[src/rtl/nibble_bus_arbiter_if.sv]
// Request/response and external-bus signals of the nibble bus arbiter.
// master = requester/board side, slave = arbiter side.
interface nibble_bus_arbiter_if #(
    parameter int ADDR_W = 7
);
    logic              req0, req1;
    logic              we0, we1;
    logic              dev0, dev1;
    logic              space0, space1;
    logic [ADDR_W-1:0] addr0, addr1;
    logic [3:0]        wdata0, wdata1;
    logic              done0, done1;
    logic [3:0]        rdata;
    logic              gnt;
    logic              busy;
    logic [3:0]        ram_in;
    logic [1:0]        dev_in;
    logic [7:0]        bus_out;

    modport master (
        output req0, req1, we0, we1, dev0, dev1, space0, space1,
               addr0, addr1, wdata0, wdata1, ram_in, dev_in,
        input  done0, done1, rdata, gnt, busy, bus_out
    );

    modport slave (
        input  req0, req1, we0, we1, dev0, dev1, space0, space1,
               addr0, addr1, wdata0, wdata1, ram_in, dev_in,
        output done0, done1, rdata, gnt, busy, bus_out
    );
endinterface

[src/rtl/nibble_bus_arbiter.sv]
// Two-port arbiter and transaction sequencer for the multiplexed nibble bus.
// NIBBLE_BUS_RR_EN selects round-robin arbitration; default is fixed priority (port 1 wins).
module nibble_bus_arbiter #(
    parameter int WAIT_CYCLES = 0,
    parameter int ADDR_W      = 7
) (
    input logic                clk,
    input logic                reset_n,
    nibble_bus_arbiter_if.slave bus
);
    localparam int        NUM_PORTS = 2;
    localparam logic [7:0] IDLE_BUS = 8'h30;
    localparam logic [2:0] WAIT_INIT = (WAIT_CYCLES > 0) ? 3'(WAIT_CYCLES - 1) : 3'd0;

    typedef struct packed {
        logic       we;
        logic       dev;
        logic       space;
        logic [3:0] wdata;
    } ctl_t;

    typedef struct packed {
        ctl_t              ctl;
        logic [ADDR_W-1:0] addr;
    } req_t;

    typedef enum logic [1:0] {IDLE, ADDR, WAIT, DATA} state_t;

    state_t                  state;
    ctl_t                    cap;
    logic [2:0]              wait_cnt;
    logic [NUM_PORTS-1:0]    done_q;
    logic [3:0]              rdata_q;
    logic                    gnt_q;
    logic                    busy_q;
    logic [7:0]              bus_q;

    req_t [NUM_PORTS-1:0]    port_req;
    logic [NUM_PORTS-1:0]    req_v;
    logic [NUM_PORTS-1:0]    elig;
    logic                    grant_any;
    logic                    win;

    assign port_req[0] = '{ctl: '{we: bus.we0, dev: bus.dev0, space: bus.space0, wdata: bus.wdata0},
                           addr: bus.addr0};
    assign port_req[1] = '{ctl: '{we: bus.we1, dev: bus.dev1, space: bus.space1, wdata: bus.wdata1},
                           addr: bus.addr1};
    assign req_v = {bus.req1, bus.req0};
    // A port still pulsing done is finishing its previous transaction, not asking for a new one.
    assign elig  = req_v & ~done_q;

    function automatic logic [7:0] data_bus(input ctl_t c);
        return {1'b0, c.space, ~(c.we & ~c.dev), ~(c.we & c.dev), c.wdata};
    endfunction

`ifdef NIBBLE_BUS_RR_EN
    logic rr_ptr;

    always_comb begin
        grant_any = |elig;
        win       = elig[1];
        if (&elig) win = rr_ptr;
    end
`else
    // Port 0 only gets the bus when the loader is not requesting at all, so a loader
    // holding req across its done keeps the bus on the following cycle.
    always_comb begin
        grant_any = elig[1] | (elig[0] & ~bus.req1);
        win       = elig[1];
    end
`endif

    always_ff @(posedge clk or negedge reset_n) begin
        if (!reset_n) begin
            state    <= IDLE;
            cap      <= '0;
            wait_cnt <= '0;
            done_q   <= '0;
            rdata_q  <= '0;
            gnt_q    <= 1'b0;
            busy_q   <= 1'b0;
            bus_q    <= IDLE_BUS;
`ifdef NIBBLE_BUS_RR_EN
            rr_ptr   <= 1'b0;
`endif
        end else begin
            done_q <= '0;
            case (state)
                IDLE: begin
                    if (grant_any) begin
                        state  <= ADDR;
                        gnt_q  <= win;
                        cap    <= port_req[win].ctl;
                        busy_q <= 1'b1;
                        bus_q  <= {1'b1, port_req[win].addr};
`ifdef NIBBLE_BUS_RR_EN
                        rr_ptr <= ~win;
`endif
                    end else begin
                        bus_q <= IDLE_BUS;
                    end
                end
                ADDR: begin
                    bus_q    <= data_bus(cap);
                    wait_cnt <= WAIT_INIT;
                    state    <= (WAIT_CYCLES == 0) ? DATA : WAIT;
                end
                WAIT: begin
                    bus_q <= data_bus(cap);
                    if (wait_cnt == 3'd0) state <= DATA;
                    else                  wait_cnt <= wait_cnt - 3'd1;
                end
                DATA: begin
                    state         <= IDLE;
                    busy_q        <= 1'b0;
                    done_q[gnt_q] <= 1'b1;
                    bus_q         <= IDLE_BUS;
                    if (!cap.we) rdata_q <= cap.dev ? {2'b00, bus.dev_in} : bus.ram_in;
                end
                default: state <= IDLE;
            endcase
        end
    end

    assign bus.done0   = done_q[0];
    assign bus.done1   = done_q[1];
    assign bus.rdata   = rdata_q;
    assign bus.gnt     = gnt_q;
    assign bus.busy    = busy_q;
    assign bus.bus_out = bus_q;
endmodule
[src/flat_wrapper.sv]
// flat-port wrapper written by rule: the top's interface ports become plain ports
module nibble_bus_arbiter_flat 
#(
    parameter int WAIT_CYCLES = 0,
    parameter int ADDR_W      = 7
)
  (clk, reset_n, bus_req0, bus_req1, bus_we0, bus_we1, bus_dev0, bus_dev1, bus_space0, bus_space1, bus_addr0, bus_addr1, bus_wdata0, bus_wdata1, bus_ram_in, bus_dev_in, bus_done0, bus_done1, bus_rdata, bus_gnt, bus_busy, bus_bus_out);
  nibble_bus_arbiter_if #(.ADDR_W(ADDR_W)) bus_i ();
  input logic clk;
  input logic reset_n;
  input wire logic [$bits(bus_i.req0)-1:0] bus_req0;
  input wire logic [$bits(bus_i.req1)-1:0] bus_req1;
  input wire logic [$bits(bus_i.we0)-1:0] bus_we0;
  input wire logic [$bits(bus_i.we1)-1:0] bus_we1;
  input wire logic [$bits(bus_i.dev0)-1:0] bus_dev0;
  input wire logic [$bits(bus_i.dev1)-1:0] bus_dev1;
  input wire logic [$bits(bus_i.space0)-1:0] bus_space0;
  input wire logic [$bits(bus_i.space1)-1:0] bus_space1;
  input wire logic [$bits(bus_i.addr0)-1:0] bus_addr0;
  input wire logic [$bits(bus_i.addr1)-1:0] bus_addr1;
  input wire logic [$bits(bus_i.wdata0)-1:0] bus_wdata0;
  input wire logic [$bits(bus_i.wdata1)-1:0] bus_wdata1;
  input wire logic [$bits(bus_i.ram_in)-1:0] bus_ram_in;
  input wire logic [$bits(bus_i.dev_in)-1:0] bus_dev_in;
  output wire logic [$bits(bus_i.done0)-1:0] bus_done0;
  output wire logic [$bits(bus_i.done1)-1:0] bus_done1;
  output wire logic [$bits(bus_i.rdata)-1:0] bus_rdata;
  output wire logic [$bits(bus_i.gnt)-1:0] bus_gnt;
  output wire logic [$bits(bus_i.busy)-1:0] bus_busy;
  output wire logic [$bits(bus_i.bus_out)-1:0] bus_bus_out;
  assign bus_i.req0 = bus_req0;
  assign bus_i.req1 = bus_req1;
  assign bus_i.we0 = bus_we0;
  assign bus_i.we1 = bus_we1;
  assign bus_i.dev0 = bus_dev0;
  assign bus_i.dev1 = bus_dev1;
  assign bus_i.space0 = bus_space0;
  assign bus_i.space1 = bus_space1;
  assign bus_i.addr0 = bus_addr0;
  assign bus_i.addr1 = bus_addr1;
  assign bus_i.wdata0 = bus_wdata0;
  assign bus_i.wdata1 = bus_wdata1;
  assign bus_i.ram_in = bus_ram_in;
  assign bus_i.dev_in = bus_dev_in;
  assign bus_done0 = bus_i.done0;
  assign bus_done1 = bus_i.done1;
  assign bus_rdata = bus_i.rdata;
  assign bus_gnt = bus_i.gnt;
  assign bus_busy = bus_i.busy;
  assign bus_bus_out = bus_i.bus_out;
  nibble_bus_arbiter #(.WAIT_CYCLES(WAIT_CYCLES), .ADDR_W(ADDR_W)) u_core (.clk(clk), .reset_n(reset_n), .bus(bus_i));
endmodule
[config.mk]
export PLATFORM = sky130hd
export DESIGN_NAME = nibble_bus_arbiter_flat
export DESIGN_NICKNAME = d
export VERILOG_FILES = /design/src/rtl/nibble_bus_arbiter_if.sv /design/src/rtl/nibble_bus_arbiter.sv /design/src/flat_wrapper.sv
export SDC_FILE = /design/constraint.sdc
export NUM_CORES = 1
export LEC_CHECK = 0
export CORE_ASPECT_RATIO = 0.5
export CORE_MARGIN = 10
export CORE_UTILIZATION = 43
export CTS_CLUSTER_SIZE = 10
export DETAILED_ROUTE_END_ITERATION = 6
export HOLD_SLACK_MARGIN = 0.05
export PLACE_DENSITY = 0.77
export SLEW_MARGIN = 20
export SYNTH_ARGS = -nofsm -noshare
export SYNTH_HDL_FRONTEND = slang
export SYNTH_SLANG_ARGS = --single-unit
[constraint.sdc]
create_clock -name clk -period 1.9 [get_ports clk]
set_input_delay 0.19 -clock clk [delete_from_list [all_inputs] [get_ports clk]]
set_output_delay 0.19 -clock clk [all_outputs]
set_load 0.1 [all_outputs]
==> results of run 1 <==
==> sequential cells by signal (all words and copies together), names as in the netlist <==
name and flops:
u_core.bus.rdata 4, u_core.bus.busy 1, u_core.done_q 2, u_core.wait_cnt 3
u_core.bus.gnt 1, u_core.state 2, u_core.cap 7, u_core.bus.bus_out 8
==> cell families (layout without fill, tap and decap cells) <==
logic type               count (synthesis)  after routing
AND/OR/NAND/NOR                         33             33
flip-flops                              28             28
multiplexers                            23             23
AO/OA/AOI/OAI                           21             21
buffers and inverters                   11             68
adder cells (fa/ha/maj)                  8              8
==> routing by layer <==
layer / global-route usage (%) / vias to the layer above / share of wire (%)
met4: 2.96 / 0 / 0.65
li1: - / 540 / -
met1: 12.5 / 500 / 43
met2: 20.7 / 21 / 52
met5: 0 / - / 0
met3: 2.95 / 2 / 4.6
==> power groups by stage <==
| stage | combinational, uW | clock [uW] | sequential, uW |
|---|---|---|---|
| after global routing | 2300 | 396 | 1060 |
| after detailed placement | 2190 | 0 | 1040 |
| after floorplan | 688 | 0 | 2030 |
| final | 2180 | 368 | 1030 |
| after CTS | 2200 | 370 | 1030 |
| after global placement | 2160 | 0 | 1040 |
==> through the flow <==
stage	util, %	cell area [um^2]	setup WS [ns]	power, uW
after global placement	63.4	1960	0.0310	3200
after CTS	65.2	2010	0.240	3600
after detailed placement	63.4	1960	0.00919	3240
after global routing	65.2	2010	0.127	3760
after floorplan	-	1420	0.0950	2720
final	65.2	2010	0.256	3580
==> cell type report <==
| type | count | area (um^2) |
|---|---|---|
| fillers | 245 | 1070 |
| well taps | 40 | 50.0 |
| inverters | 8 | 30.0 |
| repair buffers | 56 | 513 |
| clock buffers | 4 | 55.1 |
| flip-flops and latches | 28 | 706 |
| multi-input cells | 85 | 657 |
==> cell usage after synthesis, drive strengths merged <==
cell type,count,area [um^2]
and2,1,6.26
o31ai,1,7.51
buf,2,22.5
ha,8,100
o21ai,12,60.1
nand3,4,20.0
o31a,1,8.76
nor3b,1,7.51
or3b,1,11.3
mux2i,8,80.1
dfstp,2,52.6
clkbuf,1,3.75
dfrtp,26,651
nand2,14,52.6
a21oi,1,16.3
nand2b,9,56.3
a211oi,2,15.0
a31oi,2,12.5
o22ai,1,6.26
nor2b,3,18.8
mux2,15,169
inv,8,30.0
a2bb2oi,1,8.76
==> worst paths after layout <==
| kind | endpoint | cells after the start |
|---|---|---|
| setup / recovery | u_core.state[1] | 6 |
| hold / removal | u_core.bus.bus_out[2] | 2 |
| setup reg to reg | u_core.state[1] | 6 |
| hold reg to reg | u_core.done_q[0] | 1 |
| max in group asynchronous | u_core.bus.bus_out[5] | 2 |
| min in group clk | u_core.bus.bus_out[5] | 3 |
==> out/results.tsv, run 1 <==
stage	metric	value	unit
detailed_routing	ant_nets	0	
detailed_routing	drtPass1Iterations	4	
power	cellLeakagePower	0.000919	uW
global_routing	grt_pass1_vias	1122	
power	ir_drop	1.33	mV
critical_path	cp.arrival	1.81	ns
sta	slew_violations	0	
critical_path	path_cells	inv_1 > ha_1 > ha_1 > nand2b_1 > o31a_1 > mux2_2	
sta	setup_viol	0	
run	drv_cap	0	
die	coreArea	0.00308	mm^2
clocking	postCtsHoldBufs	0	
logic_synthesis	synth-adder-area-share	7.07	%
die	rows	14	
logic_synthesis	synthSimpleGateAreaFrac	12.2	%
status	outcome	complete, no violations	
global_routing	grt_max_degree	29	
critical_path	r2r-start	u_core.wait_cnt[0]	
critical_path	cp_common_cell	ha_1	
clocking	clock_latency	0.27	ns
layout	area_growth	42.0	%
critical_path	crit_buf_inv	1	
sta	hold_viol_final	0	
global_routing	grt_pass1_wl	5370	um
layout	final_nets	228	
clocking	cts-root-buf	clkbuf_8	
logic_synthesis	yosys.area_share.xor_xnor	0	%
detailed_routing	drc	0	
logic_synthesis	synth_compound_area_share	9.54	%
global_routing	grt_usage	11.1	%
logic_synthesis	synth_nets	170	
critical_path	startpoint_type	flop	
place	place.gp.congestion	0.783	
sta	fin_worst_skew	0.00592	ns
power	cellPowerDensity	1780	mW/mm^2
logic_synthesis	synthesis.area	0.00142	mm^2
clocking	htreeDepth	1	
clocking	ctsResizeCount	0	
layout	stdcell_count	221	
sta	rsz0062_at_grt	no	
logic_synthesis	ys_seq_area_share	49.6	%
sta	finalCriticalPeriod	1.64	ns
sta	tns	0	ns
critical_path	ff2ff_setup_slack	0.26	ns
logic_synthesis	syn_inst	124	
global_routing	overflow	0	
power	p_clk_share	10.3	%
detailed_routing	vias	1063	
die	dieHeight	60.6	um
clocking	clk_pin_slew	0.10	ns
die	pin_count	54	
power	power_frac_seq	28.9	%
critical_path	critical-path-top-delay-family	flip-flops	
detailed_routing	wire_per_inst	15.4	um
power	p_sw	1900	uW
worst_hold_path	hp-class	in -> async	
power	combPwrFrac	60.9	%
die	start_util	45.9	%
sta	relSlewSlack	58.3	%
layout	post_route_cells_drive_above_1_share	23.8	%
logic_synthesis	synth_top_family_by_area	multiplexers	
detailed_routing	wl	3400	um
place	hpwl	2810	um
power	p_int	1680	uW
logic_synthesis	synth.avg_cell_area	11.4	um^2
critical_path	critPathMaxStageDelay	0.40	ns
critical_path	crit_start	u_core.wait_cnt[0]	
clocking	post-cts-setup-buffers	0	
critical_path	worst-setup-path-type	reg -> reg	
place	dp_cells	217	
critical_path	worstPathMaxFanout	5	
layout	final_common_cell	clkdlybuf4s50_1	
sta	period_share	86.5	%
sta	hold_ws	0.280	ns
sta	tightest_slew	0.619	ns
critical_path	slowest_stage	dfrtp_1	
clocking	cts.sinks	28	
logic_synthesis	synth_seq_cells	28	
clocking	cts_buffer_depth	2	
logic_synthesis	synth_mux_area_share	17.6	%
sta	max_freq	608	MHz
layout	final_cell_mix	37 x clkdlybuf4s50_1, 24 x dfrtp_1, 19 x buf_4	
detailed_routing	drt-initial-drc-count	30	
power	switching_share	53.0	%
die	die-width	101	um
die	dieArea	0.00613	mm^2
critical_path	worstSetupEndpointType	flop	
place	port_buffers	53	
detailed_routing	via_per_inst	4.81	
global_routing	antenna_found_initial	0	
logic_synthesis	synth.distinct_cells	24	
layout	num_antenna_cells	0	
clocking	cts_buffers	3	
clocking	cts_tree	built	
logic_synthesis	yosys_warnings	0	
critical_path	worstPathRequired	2.07	ns
Power figures use the tool's default switching activity.
==> run 2, diff against run 1 <==
--- a/config.mk
+++ b/config.mk
@@ -10,6 +10,7 @@
 export CORE_UTILIZATION = 43
 export CTS_CLUSTER_SIZE = 10
 export DETAILED_ROUTE_END_ITERATION = 6
+export GPL_ROUTABILITY_DRIVEN = 0
 export HOLD_SLACK_MARGIN = 0.05
 export PLACE_DENSITY = 0.77
 export SLEW_MARGIN = 20
==> constraint.sdc (replaced) <==
create_clock -name clk -period 1.9 [get_ports clk]
set_input_delay 0.38 -clock clk [delete_from_list [all_inputs] [get_ports clk]]
set_output_delay 0.38 -clock clk [all_outputs]
set_load 0.1 [all_outputs]
==> out/results.tsv, run 2 (synthesis gave the netlist of run 1 again) <==
stage	metric	value	unit	change
status	outcome	complete, no violations		unchanged
die	coreArea	0.00308	mm^2	unchanged
critical_path	worstPathRequired	2.06	ns	was 2.07 ns
die	die-width	101	um	unchanged
layout	final_core_util	68.7	%	was 65.2%
detailed_routing	drc	0		unchanged
layout	fill_cells	240		was 245
critical_path	cp.arrival	1.92	ns	was 1.81 ns
clocking	clk_pin_slew	0.09	ns	was 0.10 ns
sta	tns	0	ns	unchanged
sta	fin_worst_skew	0.00140	ns	was 0.00592 ns
die	start_util	45.9	%	unchanged
place	placed_cell_area	0.00207	mm^2	was 0.00196 mm^2
sta	hold_viol_final	0		unchanged
die	dieHeight	60.6	um	unchanged
clocking	cts_buffer_depth	2		unchanged
global_routing	grt_usage	11.7	%	was 11.1%
clocking	cts_buffers	3		unchanged
clocking	htreeDepth	1		unchanged
clocking	postCtsHoldBufs	0		unchanged
layout	area_growth	49.6	%	was 42.0%
detailed_routing	vias	1105		was 1063
power	p_total	3790	uW	was 3580 uW
layout	num_antenna_cells	0		unchanged
layout	final_nets	232		was 228
power	cellLeakagePower	0.000961	uW	was 0.000919 uW
layout	post_route_cells_drive_above_1_share	24.9	%	was 23.8%
clocking	ctsResizeCount	0		unchanged
detailed_routing	drt-initial-drc-count	36		was 30
layout	final_common_cell	clkdlybuf4s50_1		unchanged
detailed_routing	via_per_inst	4.91		was 4.81
layout	fin_area	0.00212	mm^2	was 0.00201 mm^2
clocking	cts_tree	built		unchanged
critical_path	worstPathMaxFanout	8		was 5
worst_hold_path	hp-class	in -> async		unchanged
sta	finalCriticalPeriod	1.75	ns	was 1.64 ns
sta	tightest_slew	0.603	ns	was 0.619 ns
layout	stdcell_count	225		was 221
detailed_routing	wl	3500	um	was 3400 um
layout	largest_register_ffs	8		unchanged
place	port_buffers	53		unchanged
place	hpwl	2870	um	was 2810 um
sta	setup_viol	0		unchanged
global_routing	grt_pass1_wl	5610	um	was 5370 um
power	cellPowerDensity	1790	mW/mm^2	was 1780 mW/mm^2
sta	max_freq	570	MHz	was 608 MHz
sta	period_share	92.4	%	was 86.5%
critical_path	startpoint_type	input pin		was flop
detailed_routing	drtPass1Iterations	5		was 4
global_routing	grt_pass1_vias	1144		was 1122
sta	slew_violations	0		unchanged
critical_path	worstSetupEndpointType	flop		unchanged
sta	relSlewSlack	59.4	%	was 58.3%
clocking	cts-root-buf	clkbuf_8		unchanged
critical_path	worst-setup-path-type	in -> reg		was reg -> reg
power	ir_drop	1.34	mV	was 1.33 mV
detailed_routing	wire_per_inst	15.6	um	was 15.4 um
die	dieArea	0.00613	mm^2	unchanged
run	drv_cap	0		unchanged
clocking	post-cts-setup-buffers	0		unchanged
die	pin_count	54		unchanged
global_routing	antenna_found_initial	0		unchanged
detailed_routing	ant_nets	0		unchanged
clocking	cts.sinks	28		unchanged
clocking	clock_latency	0.27	ns	about the same
layout	final_cell_mix	37 x clkdlybuf4s50_1, 24 x dfrtp_1, 16 x buf_4		was 37 x clkdlybuf4s50_1, 24 x dfrtp_1, 19 x buf_4
global_routing	overflow	0		unchanged
sta	rsz0062_at_grt	no		unchanged
die	rows	14		unchanged
place	dp_cells	221		was 217
global_routing	grt_max_degree	29		unchanged
[run 2: cell types whose count changed in the layout (fill, tap and decap cells not counted)]
cell,change
buf_4,-3
clkbuf_1,+1
clkbuf_8,-1
buf_12,+7
[run 2: final timing paths]
kind,startpoint,endpoint,slack (ns),depth (start not counted)
setup / recovery,bus_req0,u_core.cap[2],0.15,4
hold / removal,reset_n,u_core.cap[0],0.47,2
min in group clk,u_core.bus.rdata[0],u_core.bus.rdata[0],0.49,2
max in group asynchronous,reset_n,u_core.bus.bus_out[4],1.12,2
hold reg to reg,u_core.bus.rdata[0],u_core.bus.rdata[0],0.49,2
setup reg to reg,u_core.state[0],u_core.cap[2],0.26,5
[run 2: layout make-up]
class                           instances  area, um^2  share of cell area, %
Multi-Input combinational cell         85         657                   31.0
Tap cell                               40        50.0                   2.36
Clock buffer                            4        45.0                   2.13
Sequential cell                        28         706                   33.3
Inverter                                8        30.0                   1.42
Timing Repair Buffer                   60         631                   29.8
[run 2: routing by layer]
metal	track usage (%)	routed length (um)
met5	0	0
met4	4.73	47
met1	13.4	1440
met2	21.2	1850
met3	2.49	154
[run 2: where the power goes]
| part | internal, uW | switching [uW] |
|---|---|---|
| logic | 824 | 1560 |
| clock network | 151 | 179 |
| registers | 866 | 206 |
| total | 1840 | 1950 |
[run 2: critical path, cell delays in order]
cell and delay [ns]:
clkdlybuf4s50_1 0.48, or3b_4 0.40, a21oi_4 0.28, mux2_2 0.38
[run 2: stage by stage]
step | hold WS (ns) | worst slack, ns
after detailed placement | 0.473 | -0.164
after global routing | 0.502 | 0.0401
final | 0.471 | 0.145
after floorplan | 0.0844 | 0.0950
after CTS | 0.488 | 0.131
after global placement | 0.464 | -0.117
==> run 3, diff against run 2 <==
--- a/config.mk
+++ b/config.mk
@@ -6,13 +6,13 @@
 export NUM_CORES = 1
 export LEC_CHECK = 0
 export CORE_ASPECT_RATIO = 0.5
-export CORE_MARGIN = 10
-export CORE_UTILIZATION = 43
+export CORE_MARGIN = 4
+export CORE_UTILIZATION = 47
 export CTS_CLUSTER_SIZE = 10
 export DETAILED_ROUTE_END_ITERATION = 6
 export GPL_ROUTABILITY_DRIVEN = 0
 export HOLD_SLACK_MARGIN = 0.05
-export PLACE_DENSITY = 0.77
+export PLACE_DENSITY = 0.83
 export SLEW_MARGIN = 20
 export SYNTH_ARGS = -nofsm -noshare
 export SYNTH_HDL_FRONTEND = slang
==> constraint.sdc (replaced) <==
create_clock -name clk -period 2.1 [get_ports clk]
set_input_delay 0.42 -clock clk [delete_from_list [all_inputs] [get_ports clk]]
set_output_delay 0.42 -clock clk [all_outputs]
set_load 0.1 [all_outputs]
==> out/results.tsv, run 3 (synthesis gave the netlist of run 1 again) <==
stage	metric	value	unit	change
status	outcome	complete, no violations		unchanged
critical_path	ff2ff_setup_slack	0.43	ns	was 0.26 ns
detailed_routing	wl_met1	1430	um	was 1440 um
critical_path	worstPathMaxFanout	9		was 8
sta	fin_worst_skew	0.00192	ns	was 0.00140 ns
critical_path	rr_worst_depth	5		unchanged
global_routing	grt_max_degree	29		unchanged
layout	final_cell_mix	37 x clkdlybuf4s50_1, 26 x dfrtp_1, 17 x buf_4		was 37 x clkdlybuf4s50_1, 24 x dfrtp_1, 16 x buf_4
die	start_util	51.8	%	was 45.9%
sta	max_freq	544	MHz	
worst_hold_path	hp-class	reg -> reg		was in -> async
global_routing	antenna_found_initial	0		unchanged
sta	rsz0062_at_grt	no		unchanged
layout	area_growth	43.0	%	was 49.6%
power	p_total	3330	uW	was 3790 uW
detailed_routing	drt-initial-drc-count	38		was 36
clocking	cts-root-buf	clkbuf_8		unchanged
sta	slew_violations	0		unchanged
die	dieArea	0.00401	mm^2	was 0.00613 mm^2
global_routing	grt_pass1_wl	5170	um	was 5610 um
clocking	cts_buffer_depth	2		unchanged
critical_path	critPathMaxStageDelay	0.46	ns	was 0.48 ns
critical_path	worstReg2RegEnd	u_core.cap[6]		was u_core.cap[2]
sta	hold_ws	0.480	ns	was 0.471 ns
critical_path	r2r-start	u_core.state[0]		unchanged
detailed_routing	drtPass1Iterations	4		was 5
clocking	cts_tree	built		unchanged
detailed_routing	wl	3160	um	was 3500 um
power	cellPowerDensity	1640	mW/mm^2	was 1790 mW/mm^2
detailed_routing	wire_per_inst	14.6	um	was 15.6 um
global_routing	overflow	0		unchanged
worst_hold_path	min-delay-start	u_core.bus.gnt		
sta	tightest_slew	0.598	ns	was 0.603 ns
place	hpwl	2550	um	was 2870 um
clocking	postCtsHoldBufs	0		unchanged
sta	finalCriticalPeriod	1.84	ns	
run	drv_cap	0		unchanged
layout	post_route_cells_drive_above_1_share	22.2	%	was 24.9%
clocking	cts.sinks	28		unchanged
power	cellLeakagePower	0.000929	uW	was 0.000961 uW
place	dp_slack	-0.0190	ns	was -0.164 ns
detailed_routing	via_per_inst	5.05		was 4.91
clocking	post-cts-setup-buffers	0		unchanged
detailed_routing	wl_met2	1610	um	was 1850 um
sta	worst_slack	0.261	ns	was 0.145 ns
layout	largest_register_ffs	8		unchanged
layout	num_antenna_cells	0		unchanged
power	ir_drop	1.02	mV	was 1.34 mV
layout	final_nets	227		was 232
global_routing	grt_pass1_vias	1116		was 1144
global_routing	grt_usage	16.9	%	was 11.7%
die	rows	13		was 14
detailed_routing	vias	1095		was 1105
detailed_routing	drc	0		unchanged
critical_path	path_cells	clkdlybuf4s50_1 > or3b_4 > a21oi_4 > mux2_2		unchanged
sta	period_share	87.6	%	
place	port_buffers	53		unchanged
die	pin_count	54		unchanged
worst_hold_path	min_to	u_core.done_q[0]		
detailed_routing	ant_nets	0		unchanged
sta	setup_viol	0		unchanged
die	dieHeight	46.8	um	was 60.6 um
sta	relSlewSlack	59.7	%	was 59.4%
critical_path	slowest_stage	clkdlybuf4s50_1		unchanged
clocking	clk_pin_slew	0.09	ns	about the same
clocking	cts_buffers	3		unchanged
die	die-width	85.6	um	was 101 um
layout	final_common_cell	clkdlybuf4s50_1		unchanged
sta	hold_viol_final	0		unchanged
critical_path	worst-setup-path-type	in -> reg		unchanged
clocking	htreeDepth	1		unchanged
clocking	ctsResizeCount	0		unchanged
detailed_routing	top_layer_used	met4		unchanged
worst_hold_path	min_delay_path_depth	1		
critical_path	cp.arrival	2.00	ns	was 1.92 ns
clocking	clock_latency	0.27	ns	about the same
detailed_routing	met3_length	110	um	was 154 um
critical_path	worstPathRequired	2.27	ns	was 2.06 ns
critical_path	worstSetupEndpointType	flop		unchanged
die	coreArea	0.00273	mm^2	was 0.00308 mm^2
critical_path	startpoint_type	input pin		unchanged
## run 3: final cells by class
class,instances,area [um^2]
inverters,8,30.0
multi-input cells,85,657
clock inverters,1,30.0
well taps,37,46.3
flip-flops and latches,28,703
clock buffers,3,41.3
repair buffers,55,518
fillers,205,707
## run 3: metrics by stage
step	util [%]	setup TNS (ns)	instance area, um^2	instances
2_1_floorplan	-	0	1420	124
3_3_place_gp	71.5	0	1950	213
3_5_place_dp	71.5	-0.0817	1950	213
4_1_cts	74.1	0	2030	217
5_1_grt	74.1	0	2030	217
6_report	74.1	0	2030	217
## run 3: worst max-delay path by stage
stage                          start       endpoint  slack [ns]  depth (start not counted)
finish                      bus_req1  u_core.cap[6]        0.26                          4
global route                bus_req1  u_core.cap[3]        0.24                          4
CTS                         bus_req1  u_core.cap[3]        0.27                          4
detailed placement          bus_req1  u_core.cap[3]       -0.02                          4
global placement            bus_req1  u_core.cap[4]       0.007                          4
floorplan           u_core.done_q[1]  u_core.cap[3]        0.02                          5
## run 3: where the power goes
group | internal [uW] | switching, uW
logic | 579 | 1400
clock network | 255 | 164
registers | 778 | 156
## run 3: layer usage
layer	global-route usage [%]	vias up
li1	-	538
met1	20.8	537
met2	31.5	18
met3	4.03	2
met4	3.79	0
met5	0	-
## run 3: critical path, delay by kind of cell
family          cells  cell delay, ns
buf+inv             1            0.46
mux                 1            0.38
simple gates        1            0.43
compound gates      1            0.31
